--- config.mk ---
export PLATFORM = sky130hd
export DESIGN_NAME = hazard_scoreboard
export DESIGN_NICKNAME = d
export VERILOG_FILES = /design/src/rtl/hazard_scoreboard_pkg.sv /design/src/rtl/hazard_scoreboard_hsb_counter.sv /design/src/rtl/hazard_scoreboard.sv
export SDC_FILE = /design/constraint.sdc
export NUM_CORES = 1
export LEC_CHECK = 0
export BUFFER_PORTS_ARGS = -buffer_cell sky130_fd_sc_hd__buf_2
export CAP_MARGIN = 10
export CORE_MARGIN = 4
export CORE_UTILIZATION = 50
export CTS_CLUSTER_DIAMETER = 150
export DETAILED_ROUTE_END_ITERATION = 8
export PLACE_DENSITY = 0.77
export SYNTH_ARGS = -nofsm -noshare
export SYNTH_HDL_FRONTEND = slang
export SYNTH_SLANG_ARGS = --single-unit
export TNS_END_PERCENT = 5
--- constraint.sdc ---
create_clock -name clk -period 3.6 [get_ports clk]
set_input_delay 0.54 -clock clk [delete_from_list [all_inputs] [get_ports clk]]
set_output_delay 0.54 -clock clk [all_outputs]
set_load 0.01 [all_outputs]
--- src/rtl/hazard_scoreboard_pkg.sv ---
// Shared types and constants for the pipeline hazard scoreboard.
package hazard_scoreboard_pkg;

    // Control FSM: normal issue, draining for a serialising op, one cycle after a trap.
    typedef enum logic [1:0] {
        RUN       = 2'd0,
        DRAIN     = 2'd1,
        TRAPFLUSH = 2'd2
    } hsb_state_t;

    // Stage indices into the stall/flush vectors.
    localparam int STG_F = 0;
    localparam int STG_D = 1;
    localparam int STG_E = 2;

    // Counter code reserved for "waiting on the multi-cycle unit".
    function automatic int unsigned hsb_sentinel(input int unsigned max_lat);
        return max_lat + 1;
    endfunction

endpackage

--- src/rtl/hazard_scoreboard_hsb_counter.sv ---
// One register's countdown: load on issue, decrement to zero, or hold the
// multi-cycle sentinel until the unit reports completion. Clear wins over all.
module hsb_counter #(
    parameter int              LAT_W = 4,
    parameter logic [LAT_W-1:0] SENT = '1
) (
    input  logic             clk,
    input  logic             rst_ni,
    input  logic             clear_i,
    input  logic             load_i,
    input  logic [LAT_W-1:0] load_val_i,
    input  logic             done_i,
    output logic [LAT_W-1:0] cnt_o
);

    logic [LAT_W-1:0] cnt_q;
    logic [LAT_W-1:0] cnt_d;

    // Next count: clear > load > sentinel hold/release > saturating decrement.
    always_comb begin
        cnt_d = cnt_q;
        if (clear_i) begin
            cnt_d = '0;
        end else if (load_i) begin
            cnt_d = load_val_i;
        end else if (cnt_q == SENT) begin
            if (done_i) begin
                cnt_d = '0;
            end
        end else if (cnt_q != '0) begin
            cnt_d = cnt_q - LAT_W'(1);
        end
    end

    // Count register.
    always_ff @(posedge clk or negedge rst_ni) begin
        if (!rst_ni) begin
            cnt_q <= '0;
        end else begin
            cnt_q <= cnt_d;
        end
    end

    assign cnt_o = cnt_q;

endmodule

--- src/rtl/hazard_scoreboard.sv ---
// Scoreboard-based hazard unit sitting beside decode. Tracks pending writes
// with per-register countdowns, interlocks the multi-cycle unit, serialises
// CSR/fence ops, and drives per-stage stall/flush for an in-order pipeline.
//
// Handshake: issue_valid says D holds an instruction; issue_fire is the
// acceptance. An instruction moves D->E (and updates the scoreboard) only in
// a cycle where issue_valid and issue_fire are both high; otherwise it is
// held in D (stall) or squashed (flush) and must be presented again.
module hazard_scoreboard
    import hazard_scoreboard_pkg::*;
#(
    parameter int NREG    = 32,
    parameter int NSTAGE  = 5,
    parameter int MAX_LAT = 7,
    parameter int LAT_W   = $clog2(MAX_LAT + 2)
) (
    input  logic                     clk,
    input  logic                     reset,
    input  logic                     issue_valid,
    input  logic [$clog2(NREG)-1:0]  issue_rs1,
    input  logic [$clog2(NREG)-1:0]  issue_rs2,
    input  logic [$clog2(NREG)-1:0]  issue_dst,
    input  logic                     issue_wen,
    input  logic [LAT_W-1:0]         issue_lat,
    input  logic                     issue_mc,
    input  logic                     issue_serial,
    input  logic                     mc_done,
    input  logic                     redirect,
    input  logic                     trap,
    output logic [NSTAGE-1:0]        stall,
    output logic [NSTAGE-1:0]        flush,
    output logic                     issue_fire,
    output logic                     mc_busy,
    output logic                     sb_empty,
    output hsb_state_t               state_o
);

    localparam int               REG_W = $clog2(NREG);
    localparam logic [LAT_W-1:0] SENT  = LAT_W'(hsb_sentinel(MAX_LAT));

    hsb_state_t       state_q, state_d;
    logic             mc_busy_q, mc_busy_d;
    logic [LAT_W-1:0] cnt [NREG];
    logic [LAT_W-1:0] load_val;
    logic             any_pend;
    logic             data_haz, struct_haz, serial_haz, any_haz;

    assign load_val = issue_mc ? SENT : issue_lat;

    // Register 0 is hard-wired zero and is never tracked.
    assign cnt[0] = '0;

    for (genvar r = 1; r < NREG; r++) begin : g_cnt
        hsb_counter #(
            .LAT_W (LAT_W),
            .SENT  (SENT)
        ) u_cnt (
            .clk        (clk),
            .rst_ni     (reset),
            .clear_i    (trap),
            .load_i     (issue_fire & issue_wen & (issue_dst == REG_W'(r))),
            .load_val_i (load_val),
            .done_i     (mc_done),
            .cnt_o      (cnt[r])
        );
    end

    // Scoreboard is empty when no write is pending and the multi-cycle unit is idle.
    always_comb begin
        any_pend = 1'b0;
        for (int r = 1; r < NREG; r++) begin
            any_pend = any_pend | (cnt[r] != '0);
        end
        sb_empty = ~any_pend & ~mc_busy_q;
    end

    // Hazard detection for the instruction sitting in D.
    always_comb begin
        data_haz   = issue_valid &
                     (((issue_rs1 != '0) && (cnt[issue_rs1] != '0)) ||
                      ((issue_rs2 != '0) && (cnt[issue_rs2] != '0)));
        struct_haz = issue_valid & issue_mc & mc_busy_q & ~mc_done;
        serial_haz = issue_valid & issue_serial & ~sb_empty;
        any_haz    = data_haz | struct_haz | serial_haz;
    end

    // Pipeline control and FSM next state, first matching rule wins.
    always_comb begin
        stall      = '0;
        flush      = '0;
        issue_fire = 1'b0;
        state_d    = RUN;
        if (trap) begin
            flush   = '1;
            state_d = TRAPFLUSH;
        end else if (state_q == TRAPFLUSH) begin
            // Drop the wrong-path fetch that followed the trap.
            flush[STG_D] = 1'b1;
        end else if (redirect) begin
            flush[STG_D] = 1'b1;
            flush[STG_E] = 1'b1;
        end else if (any_haz) begin
            stall[STG_F] = 1'b1;
            stall[STG_D] = 1'b1;
            flush[STG_E] = 1'b1;
            state_d      = serial_haz ? DRAIN : RUN;
        end else begin
            issue_fire = issue_valid;
        end
    end

    // Multi-cycle busy flag: a new op in the done cycle keeps it set.
    always_comb begin
        mc_busy_d = mc_busy_q;
        if (trap) begin
            mc_busy_d = 1'b0;
        end else if (issue_fire && issue_mc) begin
            mc_busy_d = 1'b1;
        end else if (mc_done) begin
            mc_busy_d = 1'b0;
        end
    end

    // State and busy registers.
    always_ff @(posedge clk or negedge reset) begin
        if (!reset) begin
            state_q   <= RUN;
            mc_busy_q <= 1'b0;
        end else begin
            state_q   <= state_d;
            mc_busy_q <= mc_busy_d;
        end
    end

    assign mc_busy = mc_busy_q;
    assign state_o = state_q;

endmodule
# Yosys cells after proc, flatten, opt, wreduce, memory -nomap -nowiden
# Index checks and enable logic that the tools add are counted.
[op_classes]
addsub = 31
n_lt_le_gt_ge = 2
n_eq_ne = 94
mux = 156
n_bitwise = 77
n_reduce_logical = 102
[op_table]
columns = ["operator", "count"]
rows = [
  ["two-way mux 4 bit", 130],
  ["nonzero test 4 bit", 64],
  ["equality test 4 bit (second input constant)", 31],
  ["!= test 4 x 3 -> 1 bit (second input constant)", 31],
  ["subtractor 4 x 1 -> 4 bit (second input constant)", 31],
  ["equality test 5 bit (second input constant)", 16],
  ["AND reduction 2 bit", 31],
  ["binary-select mux 4 bit (select 5 bit)", 2],
  ["equality test 5 x 4 -> 1 bit (second input constant)", 8],
  ["AND 1 bit", 39],
  ["bitwise OR 1 bit", 32],
  ["equality test 5 x 3 -> 1 bit (second input constant)", 4],
  ["two-way mux 2 bit", 9],
  ["two-way mux 1 bit", 15],
  [">= comparator 6 bit (second input constant)", 2],
  ["NOT 5 -> 6 bit", 2],
  ["equality test 5 x 2 -> 1 bit (second input constant)", 2],
  ["nonzero test 5 bit", 2],
  ["equality test 5 x 1 -> 1 bit (second input constant)", 1],
  ["NOT 1 bit", 4],
  ["logical AND 1 bit", 3],
  ["nonzero test 3 bit", 1],
  ["equality test 2 bit (second input constant)", 1],
  ["logical OR 1 bit", 1],
]
[totals]
regBits = 127
inputBits = 28
output_inout_bits = 15
elab_cells = 495

# Longest topological paths before layout
[logic_depth]
depth_word = 44
mapped_depth = 11
ltp_nobuf = 9

# Cells and area by module
# From an unflattened synthesis, not the netlist that was laid out.
[hier_totals]
cells_unflattened = 946
area_unflattened_um2 = 8434.3
[by_module_without_submodules]
columns = ["module", "instances", "cells_per_inst", "area_each_um2", "seq_area_each_um2"]
rows = [
  ["hsb_counter", 31, 23, 215.2, 100.1],
  ["hazard_scoreboard", 1, 233, 1762.9, 75.1],
]

# Least setup slack after synthesis
# OpenSTA, ideal clock, no wires.
[synth_timing]
path_type = "input to output"
startpoint = "input port issue_rs1[0]"
endpoint = "output port stall[1]"
arrival_time_ns = 3.267
required_ns = 3.060
setup_slack_ns = -0.207
stages = 10
path_buffers = 3
cell_sequence = "clkbuf_1 > inv_1 > mux4_2 > and3_1 > or4_4 > a2111oi_4 > buf_12 > and2_1 > nor2_1 > buf_4"
[synth_via]
elab_chain_len = 14
elab_cells_between_ends = 15
classes_between = "mux: 7; bitwise: 4; reduce/logical: 4"
[synth_lines]
columns = ["item", "line", "source"]
rows = [
  ["from (decl)", "hazard_scoreboard.sv:20", "input logic [$clog2(NREG)-1:0] issue_rs1,"],
  ["NOT 5 -> 6 bit (not written as such)", "hazard_scoreboard.sv:80", "(((issue_rs1 != '0) && (cnt[issue_rs1] != '0)) ||"],
  ["binary-select mux 4 bit (select 5 bit)", "hazard_scoreboard.sv:80", ""],
  ["two-way mux 4 bit (not written as such) (2 in a row)", "hazard_scoreboard.sv:80", ""],
  ["nonzero test 4 bit", "hazard_scoreboard.sv:80", ""],
  ["logical AND 1 bit (*)", "hazard_scoreboard.sv:80", ""],
  ["logical OR 1 bit (*)", "hazard_scoreboard.sv:80", ""],
  ["AND 1 bit (*)", "hazard_scoreboard.sv:79", "data_haz = issue_valid &"],
  ["bitwise OR 1 bit (*) (2 in a row)", "hazard_scoreboard.sv:84", "any_haz = data_haz | struct_haz | serial_haz;"],
  ["two-way mux 2 bit (*)", "hazard_scoreboard.sv:102", "end else if (any_haz) begin"],
  ["two-way mux 2 bit (*)", "hazard_scoreboard.sv:99", "end else if (redirect) begin"],
  ["two-way mux 2 bit (*)", "hazard_scoreboard.sv:96", "end else if (state_q == TRAPFLUSH) begin"],
  ["two-way mux 2 bit (*)", "hazard_scoreboard.sv:93", "if (trap) begin"],
  ["to (decl)", "hazard_scoreboard.sv:30", "output logic [NSTAGE-1:0] stall,"],
]
# Every way passes the cells marked *; elsewhere a longest branch is shown, timed or not. The select of a mux whose other input is x is not followed.

# Final worst setup path
[layout_timing]
startpoint = "register g_cnt[25].u_cnt.cnt_q[1]"
endpoint = "output port issue_fire"
[layout_via]
elab_chain_len = 17
elab_cells_between_ends = 30
classes_between = "mux: 10; bitwise: 14; reduce/logical: 6"
[layout_lines]
columns = ["item", "line", "source"]
rows = [
  ["from (decl)", "hazard_scoreboard_hsb_counter.sv:16", "logic [LAT_W-1:0] cnt_q;"],
  ["from (signal assigned)", "hazard_scoreboard_hsb_counter.sv:40", "cnt_q <= cnt_d;"],
  ["nonzero test 4 bit", "hazard_scoreboard.sv:72", "any_pend = any_pend | (cnt[r] != '0);"],
  ["bitwise OR 1 bit (7 in a row)", "hazard_scoreboard.sv:72", ""],
  ["NOT 1 bit", "hazard_scoreboard.sv:74", "sb_empty = ~any_pend & ~mc_busy_q;"],
  ["AND 1 bit", "hazard_scoreboard.sv:74", ""],
  ["NOT 1 bit", "hazard_scoreboard.sv:83", "serial_haz = issue_valid & issue_serial & ~sb_empty;"],
  ["AND 1 bit", "hazard_scoreboard.sv:83", ""],
  ["bitwise OR 1 bit (*)", "hazard_scoreboard.sv:84", ""],
  ["two-way mux 1 bit (*)", "hazard_scoreboard.sv:102", ""],
  ["two-way mux 1 bit (*)", "hazard_scoreboard.sv:99", ""],
  ["two-way mux 1 bit (*)", "hazard_scoreboard.sv:96", ""],
  ["two-way mux 1 bit (*)", "hazard_scoreboard.sv:93", ""],
  ["to (decl)", "hazard_scoreboard.sv:32", "output logic issue_fire,"],
]
# Marked as above.

==> impl_metrics.json <==
{
  "status": "complete, but fails checks",
  "violations": "negative setup slack",
  "synth.area.top_cells": "dfrtp_1 31%, mux2_4 12%, nor2_1 6.8%",
  "post-route-drc-count": 0,
  "cts_hold_buffers": 0,
  "cp.required_ns": 3.06,
  "hpwl_um": 19900,
  "cts_tree": "done",
  "initial_core_util": 0.509,
  "cts_made_buffers": 17,
  "cp_data_arrival_time_ns": 3.23,
  "rsz0062_at_grt": "yes",
  "period_share": 1.05,
  "p_switching_mw": 3.89,
  "clk_pin_slew_ns": 0.07,
  "overflow": 0,
  "root_buffer": "clkbuf_16",
  "p_leak_nw": 5.50,
  "syn_inst": 1106,
  "cts_htree_levels": 4,
  "seq_power_share": 0.279,
  "syn_area_mm2": 0.0103,
  "crit_path_start_kind": "flop",
  "tightest_slew_ns": 0.981,
  "portBuffers": 39,
  "die_h_um": 152,
  "cap_violations": 0,
  "intPower_mw": 5.26,
  "worstHoldPathType": "in2async",
  "io_pins": 43,
  "setup_viol": 4,
  "drt_iter0_markers": 878,
  "reg2regPathDepth": 11,
  "synth_edf_count": 0,
  "combPwrFrac": 0.531,
  "worstPathMaxFanout": 5,
  "first_global_vias": 8580,
  "core_area_mm2": 0.0203,
  "nFillCells": 1748,
  "p_total_mw": 9.14,
  "final_max_slew_viol_count": 0,
  "nNetsFinal": 1226,
  "final_util": 0.571,
  "drtAntennaViolNets": 0,
  "grt_max_degree": 73,
  "detail_route.wl_per_cell_um": 19.9,
  "cts_buffer_depth": 2,
  "worstSkewPairLatency_ns": 0.43,
  "num_vias": 8670,
  "viasPerCell": 6.04,
  "hold_viol_final": 0,
  "slew_headroom": 0.346,
  "antenna_found_initial": 1,
  "powerDensity_mw_per_mm2": 789,
  "fin_ws_ns": -0.167,
  "avgSynthCellArea_um2": 9.34,
  "synth_flop_cell": "dfrtp_1",
  "timing.fmax_mhz": 265,
  "yosysSeqAreaShare": 0.308,
  "synthArstFlopShare": 1.00,
  "grt_pass1_wl_um": 46100,
  "dieWidth_um": 152,
  "swShare": 0.425,
  "synth_top_area_frac": 0.308,
  "synth_most_common_cell": "nor2_1",
  "clkSinkCount": 127,
  "ys_warn_count": 0,
  "track_usage": 0.260,
  "path_class": "reg2out",
  "pwr-share-clk": 0.190,
  "synthTopCellsByCount": "186 x nor2_1, 127 x dfrtp_1, 85 x mux2_4, 70 x a21oi_1, 67 x mux2i_1",
  "ys_seq_elements": 127,
  "wl_um": 28600,
  "period_minus_slack_ns": 3.77,
  "synth_cell_types": 60,
  "drtPass1Iterations": 5,
  "drive_above_1_share": 0.222,
  "crit_path_end_kind": "output pin",
  "ir_drop_mv": 0.447,
  "gp_congestion": 0.984,
  "area_delta_synth_final_pct": 12.2,
  "rows": 52,
  "synth_top_area_cell": "dfrtp_1",
  "dieArea_mm2": 0.0230,
  "fin_worst_skew_ns": 0.0122
}
==> flip-flops by register name, indices dropped and copies added, names as in the netlist <==
signal             cells
g_cnt.u_cnt.cnt_o    124
state_o                2
mc_busy                1
==> power groups by stage <==
stage	Sequential, mW	Clock (mW)	Combinational (mW)
final	2.55	1.74	4.86
after global routing	2.63	1.82	5.34
after CTS	2.52	1.76	4.79
after detailed placement	2.52	0	4.65
after global placement	2.50	0	4.52
after floorplan	2.33	0	3.68
==> metrics by stage <==
step	setup WS [ns]	hold WS [ns]	TNS, ns	instance area, um2	cells
floorplan	-0.0541	0.244	-0.100	10400	1108
global placement	0.245	0.531	0	10900	1399
detailed placement	0.166	0.537	0	10900	1399
CTS	-0.142	0.0822	-0.363	11600	1433
global route	-0.314	0.0983	-1.05	11600	1434
finish	-0.167	0.0636	-0.479	11600	1436
==> cell families (layout without fill, tap and decap cells) <==
logic type,after synthesis,after routing,share of synthesized area
muxes,163,163,0.210
AOI/OAI and AO/OA,204,204,0.121
other,1,6,0.000363
DFF,127,127,0.308
buffers and inverters,108,163,0.0483
adders and majority gates,48,48,0.0581
and+or+nand+nor,455,455,0.254
==> cell type report <==
cell class / count / area, um2 / share of cell area
repair buffers: 75 / 531 / 0.0458
inverters: 56 / 210 / 0.0181
clock buffers: 18 / 429 / 0.0370
diodes: 3 / 7.51 / 0.000648
multi-input cells: 873 / 6740 / 0.582
clock inverters: 14 / 155 / 0.0134
flip-flops and latches: 127 / 3180 / 0.274
well taps: 270 / 338 / 0.0291
==> worst max-delay path, cell delays in order (launching register included) <==
cell and delay [ns]:
dfrtp_1 0.42, inv_1 0.13, ha_1 0.24, nor2b_1 0.33
nand4_1 0.21, nor4_2 0.40, nand2_2 0.17, a2111oi_4 0.40
and2_4 0.24, nor2b_4 0.15, buf_6 0.10
==> layer usage <==
layer	share of wire	up-vias	routed length (um)	track usage
li1	-	4057	-	-
met1	0.41	4149	11800	0.341
met2	0.46	389	13200	0.411
met3	0.089	75	2540	0.0690
met4	0.035	0	989	0.102
met5	0	-	0	0
==> repair_timing <==
action | 4_1_cts | 5_1_grt
buffers inserted | 2 | 0
pin swaps | 3 | 0
setup endpoints to repair | 4 | 5
gates resized for setup | 11 | 6
==> layout by cell type, fill, tap and decap left out, types with 4 or more instances in the layout <==
cell type  netlist  final
buf_2            0     34
nor2b_1         37     33
buf_6            2      4
ha_2             0      5
o21bai_1         7      7
mux4_2           9      9
mux2_4          85     85
a21oi_1         70     70
inv_1           56     56
nor2_1         186    184
nand4b_1         4      4
or4_4            3      5
nand3_1         31     31
ha_1            48     43
nand4_1          6      6
a31oi_1         15     15
mux2i_1         67     67
a21o_1          17     17
dfrtp_1        127    127
inv_6            0      4
clkinv_4         0      4
and2_1           5      4
or4_1           21     19
clkbuf_16        0     17
nor3b_1          6      6
o21ai_0         52     52
nor3_1           6      6
a21boi_0        10     10
nand2b_1         7      7
nand3b_1        16     16
o21a_1           7      7
buf_4            8     34
nor4_1          28     26
nand2_1         56     56
nand3_4         29     29
o22ai_1          4      4
==> worst paths after layout <==
check | slack [ns] | to | from
min in group clk | 0.38 | state_o[0] | issue_serial
setup / recovery | -0.17 | issue_fire | g_cnt[25].u_cnt.cnt_o[1]
hold reg to reg | 0.54 | g_cnt[6].u_cnt.cnt_o[3] | g_cnt[6].u_cnt.cnt_o[3]
max in group asynchronous | 2.74 | g_cnt[29].u_cnt.cnt_o[0] | reset
setup reg to reg | 0.21 | g_cnt[2].u_cnt.cnt_o[1] | g_cnt[25].u_cnt.cnt_o[1]
hold / removal | 0.06 | g_cnt[7].u_cnt.cnt_o[2] | reset
No activity file was read; power rests on OpenSTA's default activity.
